$ cat src/rtl/pipe_hazard_ctrl_pkg.sv
// Shared types and constants for the pipeline hazard sequencer.
package pipe_pkg;

  typedef enum logic [1:0] {
    ST_INIT = 2'd0,
    ST_RUN  = 2'd1,
    ST_WAIT = 2'd2
  } state_e;

  localparam logic [4:0]  REG_X0       = 5'd0;
  localparam logic [31:0] NOP_INSTR    = 32'h00000013;
  localparam int          IDEX_CTRL_W  = 7;
  localparam int          EXMEM_CTRL_W = 4;
  localparam int          MEMWB_CTRL_W = 1;

endpackage

$ cat src/rtl/pipe_hazard_ctrl_if.sv
// Hazard inputs from the pipeline and register/PC strobes back to it.
// The controller uses the slave modport; the pipeline datapath uses master.
interface pipe_hazard_ctrl_if;
  logic [4:0] id_rs1_i;
  logic [4:0] id_rs2_i;
  logic       ex_mem_read_i;
  logic [4:0] ex_rd_i;
  logic       mem_branch_i;
  logic       mem_zero_i;
  logic       dmem_busy_i;
  logic       pc_write_o;
  logic       pc_sel_o;
  logic       ifid_write_o;
  logic       ifid_flush_o;
  logic       idex_write_o;
  logic       idex_flush_o;
  logic       exmem_write_o;
  logic       exmem_flush_o;
  logic       memwb_write_o;
  logic       ctrl_busy_o;

  modport slave (
    input  id_rs1_i, id_rs2_i, ex_mem_read_i, ex_rd_i,
           mem_branch_i, mem_zero_i, dmem_busy_i,
    output pc_write_o, pc_sel_o, ifid_write_o, ifid_flush_o,
           idex_write_o, idex_flush_o, exmem_write_o, exmem_flush_o,
           memwb_write_o, ctrl_busy_o
  );

  modport master (
    output id_rs1_i, id_rs2_i, ex_mem_read_i, ex_rd_i,
           mem_branch_i, mem_zero_i, dmem_busy_i,
    input  pc_write_o, pc_sel_o, ifid_write_o, ifid_flush_o,
           idex_write_o, idex_flush_o, exmem_write_o, exmem_flush_o,
           memwb_write_o, ctrl_busy_o
  );
endinterface

$ cat src/rtl/pipe_hazard_ctrl_hazard_detect.sv
// Combinational load-use detector: a load in EX feeding a source of the ID
// instruction. Writes to x0 are never a dependency.
module hazard_detect
  import pipe_pkg::*;
(
  input  logic       ex_mem_read_i,
  input  logic [4:0] ex_rd_i,
  input  logic [4:0] id_rs1_i,
  input  logic [4:0] id_rs2_i,
  output logic       load_use_o
);

  assign load_use_o = ex_mem_read_i && (ex_rd_i != REG_X0) &&
                      ((ex_rd_i == id_rs1_i) || (ex_rd_i == id_rs2_i));

endmodule

$ cat src/rtl/pipe_hazard_ctrl.sv
// Pipeline register / PC sequencer: reset scrub, load-use bubbles, branch
// flushes and dmem freeze. Define PIPE_HAZARD_PERF_EN for perf counters.
module pipe_hazard_ctrl
  import pipe_pkg::*;
#(
  parameter int INIT_CYCLES = 4
`ifdef PIPE_HAZARD_PERF_EN
  , parameter int CNT_W     = 32
`endif
) (
  input  logic             clk_i,
  input  logic             rst_i,
`ifdef PIPE_HAZARD_PERF_EN
  output logic [CNT_W-1:0] perf_stall_o,
  output logic [CNT_W-1:0] perf_flush_o,
  output logic [CNT_W-1:0] perf_wait_o,
`endif
  pipe_hazard_ctrl_if.slave bus
);

  localparam int CW = (INIT_CYCLES > 1) ? $clog2(INIT_CYCLES) : 1;

  state_e        state_q, state_d;
  logic [CW-1:0] cnt_q, cnt_d;
  logic          load_use_s;
  logic          taken_s;

  hazard_detect u_hazard_detect (
    .ex_mem_read_i (bus.ex_mem_read_i),
    .ex_rd_i       (bus.ex_rd_i),
    .id_rs1_i      (bus.id_rs1_i),
    .id_rs2_i      (bus.id_rs2_i),
    .load_use_o    (load_use_s)
  );

  assign taken_s = bus.mem_branch_i && bus.mem_zero_i;

  always_ff @(posedge clk_i) begin
    if (rst_i) begin
      state_q <= ST_INIT;
      cnt_q   <= CW'(INIT_CYCLES - 1);
    end else begin
      state_q <= state_d;
      cnt_q   <= cnt_d;
    end
  end

  always_comb begin
    state_d           = state_q;
    cnt_d             = cnt_q;
    bus.pc_write_o    = 1'b0;
    bus.pc_sel_o      = 1'b0;
    bus.ifid_write_o  = 1'b0;
    bus.ifid_flush_o  = 1'b0;
    bus.idex_write_o  = 1'b0;
    bus.idex_flush_o  = 1'b0;
    bus.exmem_write_o = 1'b0;
    bus.exmem_flush_o = 1'b0;
    bus.memwb_write_o = 1'b0;
    bus.ctrl_busy_o   = 1'b0;

    // Reset and scrub both present the bubble-everything pattern.
    if (rst_i || (state_q == ST_INIT) ||
        ((state_q != ST_RUN) && (state_q != ST_WAIT))) begin
      bus.ifid_write_o  = 1'b1;
      bus.ifid_flush_o  = 1'b1;
      bus.idex_write_o  = 1'b1;
      bus.idex_flush_o  = 1'b1;
      bus.exmem_write_o = 1'b1;
      bus.exmem_flush_o = 1'b1;
      bus.memwb_write_o = 1'b1;
      bus.ctrl_busy_o   = 1'b1;
      if (state_q != ST_INIT) begin
        state_d = ST_INIT;
        cnt_d   = CW'(INIT_CYCLES - 1);
      end else if (cnt_q == CW'(0)) begin
        state_d = ST_RUN;
      end else begin
        cnt_d = cnt_q - CW'(1);
      end
    end else if (bus.dmem_busy_i) begin
      state_d = ST_WAIT;
    end else begin
      // RUN priorities; WAIT falls through here the cycle busy drops.
      state_d           = ST_RUN;
      bus.pc_write_o    = 1'b1;
      bus.ifid_write_o  = 1'b1;
      bus.idex_write_o  = 1'b1;
      bus.exmem_write_o = 1'b1;
      bus.memwb_write_o = 1'b1;
      if (taken_s) begin
        bus.pc_sel_o      = 1'b1;
        bus.ifid_flush_o  = 1'b1;
        bus.idex_flush_o  = 1'b1;
        bus.exmem_flush_o = 1'b1;
      end else if (load_use_s) begin
        bus.pc_write_o   = 1'b0;
        bus.ifid_write_o = 1'b0;
        bus.idex_flush_o = 1'b1;
      end else begin
        bus.pc_sel_o = 1'b0;
      end
    end
  end

`ifdef PIPE_HAZARD_PERF_EN
  logic active_s;
  logic ev_stall_s, ev_flush_s, ev_wait_s;

  assign active_s   = !rst_i && ((state_q == ST_RUN) || (state_q == ST_WAIT));
  assign ev_wait_s  = active_s && bus.dmem_busy_i;
  assign ev_flush_s = active_s && !bus.dmem_busy_i && taken_s;
  assign ev_stall_s = active_s && !bus.dmem_busy_i && !taken_s && load_use_s;

  // Saturating event counters, cleared only by reset.
  always_ff @(posedge clk_i) begin
    if (rst_i) begin
      perf_stall_o <= '0;
      perf_flush_o <= '0;
      perf_wait_o  <= '0;
    end else begin
      if (ev_stall_s && (perf_stall_o != '1)) perf_stall_o <= perf_stall_o + CNT_W'(1);
      else                                    perf_stall_o <= perf_stall_o;
      if (ev_flush_s && (perf_flush_o != '1)) perf_flush_o <= perf_flush_o + CNT_W'(1);
      else                                    perf_flush_o <= perf_flush_o;
      if (ev_wait_s && (perf_wait_o != '1))   perf_wait_o  <= perf_wait_o + CNT_W'(1);
      else                                    perf_wait_o  <= perf_wait_o;
    end
  end
`endif

endmodule

$ cat src/flat_wrapper.sv
// flat-port wrapper written by rule: the top's interface ports become plain ports
module pipe_hazard_ctrl_flat import pipe_pkg::*;
#(
  parameter int INIT_CYCLES = 4

)
  (clk_i, rst_i, bus_id_rs1_i, bus_id_rs2_i, bus_ex_mem_read_i, bus_ex_rd_i, bus_mem_branch_i, bus_mem_zero_i, bus_dmem_busy_i, bus_pc_write_o, bus_pc_sel_o, bus_ifid_write_o, bus_ifid_flush_o, bus_idex_write_o, bus_idex_flush_o, bus_exmem_write_o, bus_exmem_flush_o, bus_memwb_write_o, bus_ctrl_busy_o);
  pipe_hazard_ctrl_if bus_i ();
  input  logic clk_i;
  input  logic rst_i;
  input wire logic [$bits(bus_i.id_rs1_i)-1:0] bus_id_rs1_i;
  input wire logic [$bits(bus_i.id_rs2_i)-1:0] bus_id_rs2_i;
  input wire logic [$bits(bus_i.ex_mem_read_i)-1:0] bus_ex_mem_read_i;
  input wire logic [$bits(bus_i.ex_rd_i)-1:0] bus_ex_rd_i;
  input wire logic [$bits(bus_i.mem_branch_i)-1:0] bus_mem_branch_i;
  input wire logic [$bits(bus_i.mem_zero_i)-1:0] bus_mem_zero_i;
  input wire logic [$bits(bus_i.dmem_busy_i)-1:0] bus_dmem_busy_i;
  output wire logic [$bits(bus_i.pc_write_o)-1:0] bus_pc_write_o;
  output wire logic [$bits(bus_i.pc_sel_o)-1:0] bus_pc_sel_o;
  output wire logic [$bits(bus_i.ifid_write_o)-1:0] bus_ifid_write_o;
  output wire logic [$bits(bus_i.ifid_flush_o)-1:0] bus_ifid_flush_o;
  output wire logic [$bits(bus_i.idex_write_o)-1:0] bus_idex_write_o;
  output wire logic [$bits(bus_i.idex_flush_o)-1:0] bus_idex_flush_o;
  output wire logic [$bits(bus_i.exmem_write_o)-1:0] bus_exmem_write_o;
  output wire logic [$bits(bus_i.exmem_flush_o)-1:0] bus_exmem_flush_o;
  output wire logic [$bits(bus_i.memwb_write_o)-1:0] bus_memwb_write_o;
  output wire logic [$bits(bus_i.ctrl_busy_o)-1:0] bus_ctrl_busy_o;
  assign bus_i.id_rs1_i = bus_id_rs1_i;
  assign bus_i.id_rs2_i = bus_id_rs2_i;
  assign bus_i.ex_mem_read_i = bus_ex_mem_read_i;
  assign bus_i.ex_rd_i = bus_ex_rd_i;
  assign bus_i.mem_branch_i = bus_mem_branch_i;
  assign bus_i.mem_zero_i = bus_mem_zero_i;
  assign bus_i.dmem_busy_i = bus_dmem_busy_i;
  assign bus_pc_write_o = bus_i.pc_write_o;
  assign bus_pc_sel_o = bus_i.pc_sel_o;
  assign bus_ifid_write_o = bus_i.ifid_write_o;
  assign bus_ifid_flush_o = bus_i.ifid_flush_o;
  assign bus_idex_write_o = bus_i.idex_write_o;
  assign bus_idex_flush_o = bus_i.idex_flush_o;
  assign bus_exmem_write_o = bus_i.exmem_write_o;
  assign bus_exmem_flush_o = bus_i.exmem_flush_o;
  assign bus_memwb_write_o = bus_i.memwb_write_o;
  assign bus_ctrl_busy_o = bus_i.ctrl_busy_o;
  pipe_hazard_ctrl #(.INIT_CYCLES(INIT_CYCLES)) u_core (.clk_i(clk_i), .rst_i(rst_i), .bus(bus_i));
endmodule
$ cat config.mk
export PLATFORM = sky130hd
export DESIGN_NAME = pipe_hazard_ctrl_flat
export DESIGN_NICKNAME = d
export VERILOG_FILES = /design/src/rtl/pipe_hazard_ctrl_pkg.sv /design/src/rtl/pipe_hazard_ctrl_if.sv /design/src/rtl/pipe_hazard_ctrl_hazard_detect.sv /design/src/rtl/pipe_hazard_ctrl.sv /design/src/flat_wrapper.sv
export SDC_FILE = /design/constraint.sdc
export NUM_CORES = 1
export LEC_CHECK = 0
export BUFFER_PORTS_ARGS = -buffer_cell sky130_fd_sc_hd__buf_2
export CORE_AREA = 2 2 39 41
export CTS_CLUSTER_DIAMETER = 100
export CTS_CLUSTER_SIZE = 25
export DETAILED_ROUTE_END_ITERATION = 12
export DIE_AREA = 0 0 41 43
export MAX_ROUTING_LAYER = met4
export PLACE_DENSITY = 0.65
export SLEW_MARGIN = 20
export SYNTH_ARGS = -nofsm -noshare
export SYNTH_HDL_FRONTEND = slang
export SYNTH_HIERARCHICAL = 1
export SYNTH_SLANG_ARGS = --single-unit
$ cat constraint.sdc
create_clock -name clk_i -period 4.8 [get_ports clk_i]
set_clock_uncertainty 0.1 [all_clocks]
set_input_delay 1.2 -clock clk_i [delete_from_list [all_inputs] [get_ports clk_i]]
set_output_delay 1.2 -clock clk_i [all_outputs]
set_load 0.02 [all_outputs]
==> flow_metrics.tcl <==
set metrics [dict create \
    antenna_found_initial 0 \
    numCtsBuffers 3 \
    drc 0 \
    wire_per_inst_um 9.60 \
    critPathRequiredTime_ps 3500 \
    cts.path.max_buffers 2 \
    initialDrtViolationCount 11 \
    cts_num_sinks 4 \
    max-slew-margin-rel 0.793 \
    synth_area_leaders "dfxtp_1 (19%), xor2_1 (12%), xnor2_1 (8.3%), a21oi_1 (7.1%), ha_1 (5.9%)" \
    path_cells "buf_2 -> or4_1 -> o21ai_1 -> a21oi_1 -> a21boi_0 -> o21ai_0 -> buf_2" \
    avgSynthCellArea_sq_um 7.83 \
    synth.yosys.warnings 6 \
    worstHoldStart "u_core/state_q[1]" \
    finalNetCount 109 \
    synth_area_leader_cell "dfxtp_1" \
    drv_slew 0 \
    grt_pass1_wl_mm 1.68 \
    rrSetupSlack_ps 3440 \
    cap_violations 0 \
    ir_drop_mv 0.0815 \
    cp.arrival_ps 2500 \
    detail-route-antenna-nets 0 \
    holdBufCountCts 0 \
    place_congestion 0.744 \
    hold_depth 2 \
    setup_viol 0 \
    synth_nets 77 \
    synth-seq-cells 4 \
    fp.dieH_um 43 \
    status "finished clean" \
    grt_pass1_vias 420 \
    post_cts_resized 0 \
    regToRegEndpoint "u_core/cnt_q[0]" \
    timing.final.crit_share 0.791 \
    worstHoldEndpoint "u_core/state_q[1]" \
    fmax_mhz 263 \
    via_per_inst 4.70 \
    track_usage 0.142 \
    critPathKind "in -> out" \
    worstPathMaxFanout 3 \
    initial_utilization 0.306 \
    yosysUniqueCellTypes 21 \
    antenna_cells 0 \
    place_ws_ps 987 \
    wl_um 960 \
    crit_top_cell "buf_2" \
    cts_tree "done" \
    firstDrtPassIters 3 \
    die-area_sq_mm 0.00176 \
    rsz0062_at_grt "no" \
    finalSetupTns_ps 0 \
    end_kind "primary output" \
    root_buffer "clkbuf_4" \
    syn_to_final_growth_pct 40.2 \
    hp-class "reg -> reg" \
    clk_pin_slew_ps 40 \
    synth_area_sq_um 423 \
    core_area_sq_mm 0.00138 \
    critPathLaunchType "input port" \
    ff2ff_path_depth 4 \
    grt-ovfl-total 0 \
    power.density_mw_per_mm2 257 \
    h-tree-depth 1 \
    io-pin-count 31 \
    cp_slowest_cell "or4_1" \
    critPathMaxStageDelay_ps 510 \
    portBuffers 30 \
    fp.dieW_um 41 \
    p_leak_nw 0.271 \
    syn_inst 54 \
    post-cts-setup-buffers 0 \
    period_minus_slack_ps 3800 \
    final.setup.worst_slack_ps 1000 \
    final-hold-violation-count 0 \
    synth_seq_area_share 0.189 \
    drive_gt1_frac 0.429 \
    r2r_start "u_core/state_q[0]" \
    vias 470 \
    yosys.area.top_type_share 0.189 \
    tightestPinTransition_ps 311 \
    num_rows 14 \
    grt_max_degree 9 \
    worstSkewPairLatency_ps 230 \
    dp_hpwl_um 831 \
]
[power breakdown]
part           internal [mW]  switching, mW  total [mW]
logic                 0.0331         0.0301      0.0632
clock network         0.0280         0.0135      0.0414
registers             0.0429        0.00468      0.0475
[layer usage]
metal,track usage,vias up,wire length (um)
met5,-,-,0
met4,0.0800,0,0
met3,0.0471,0,65
met2,0.213,17,483
met1,0.157,206,410
li1,-,247,-
[logic make-up (layout without fill, tap and decap cells)]
logic type               Yosys count  count (layout)  synth area share
AO/OA/AOI/OAI                     12              12             0.148
XOR/XNOR                          10              10             0.207
adder cells (fa/ha/maj)            2               2            0.0592
buffers and inverters              8              38            0.0976
flip-flops                         4               4             0.189
multiplexers                       1               1            0.0266
AND/OR/NAND/NOR                   17              17             0.272
[cell usage in the layout, fill, tap and decap left out, types with 3 or more instances in the layout]
| master | instances |
|---|---|
| a21oi_1 | 6 |
| xor2_1 | 6 |
| dfxtp_1 | 4 |
| buf_2 | 30 |
| nor3_1 | 4 |
| o21ai_0 | 4 |
| xnor2_1 | 4 |
| clkbuf_4 | 3 |
| inv_1 | 4 |
[cells in the mapped netlist]
| cell type | count |
|---|---|
| a21oi_1 | 6 |
| xor2_1 | 6 |
| dfxtp_1 | 4 |
| inv_1 | 4 |
| nor3_1 | 4 |
| o21ai_0 | 4 |
| xnor2_1 | 4 |
| buf_4 | 3 |
| ha_1 | 2 |
| nand2_1 | 2 |
| nand3_1 | 2 |
| nand3b_1 | 2 |
| nor2_1 | 2 |
| nor4bb_1 | 2 |
| a21boi_0 | 1 |
| inv_2 | 1 |
| mux2_2 | 1 |
| nor3b_4 | 1 |
| o21ai_1 | 1 |
| or3b_1 | 1 |
| or4_1 | 1 |
[registers in the layout (all words and copies together) (netlist names)]
name            cells
u_core/cnt_q        2
u_core/state_q      2
[metrics by stage]
stage | util | instance area (sq um) | hold WS, ps | power [mW] | instances
final | 0.429 | 593 | 394 | 0.152 | 100
after global routing | 0.429 | 593 | 425 | 0.168 | 100
after CTS | 0.429 | 593 | 400 | 0.154 | 100
after detailed placement | 0.412 | 571 | 392 | 0.111 | 97
after global placement | 0.412 | 571 | 374 | 0.109 | 97
after floorplan | - | 423 | 353 | 0.0907 | 54
[worst max-delay path, delay by kind of cell]
kind / cells / cell delay (ps)
AND/OR/NAND/NOR: 1 / 510
AO/OA/AOI/OAI: 4 / 470
buffers and inverters: 2 / 300
[layout make-up]
cell class,count,area [sq um]
tap,16,20.0
clock buffer,3,22.5
multi-input combinational,42,302
inverter,5,18.8
fill,146,791
sequential,4,80.1
timing repair buffer,30,150
[worst max path at each step]
stage / startpoint / end / slack, ps / cells after the start
after floorplan: bus_ex_rd_i[1] / bus_ifid_write_o / 1000 / 5
after global placement: bus_ex_rd_i[1] / bus_ifid_write_o / 1020 / 7
after detailed placement: bus_ex_rd_i[1] / bus_ifid_write_o / 990 / 7
after CTS: bus_ex_rd_i[1] / bus_ifid_write_o / 990 / 7
after global routing: bus_ex_rd_i[3] / bus_ifid_write_o / 770 / 8
final: bus_ex_rd_i[1] / bus_ifid_write_o / 1000 / 7
(Power assumes the default switching activity.)
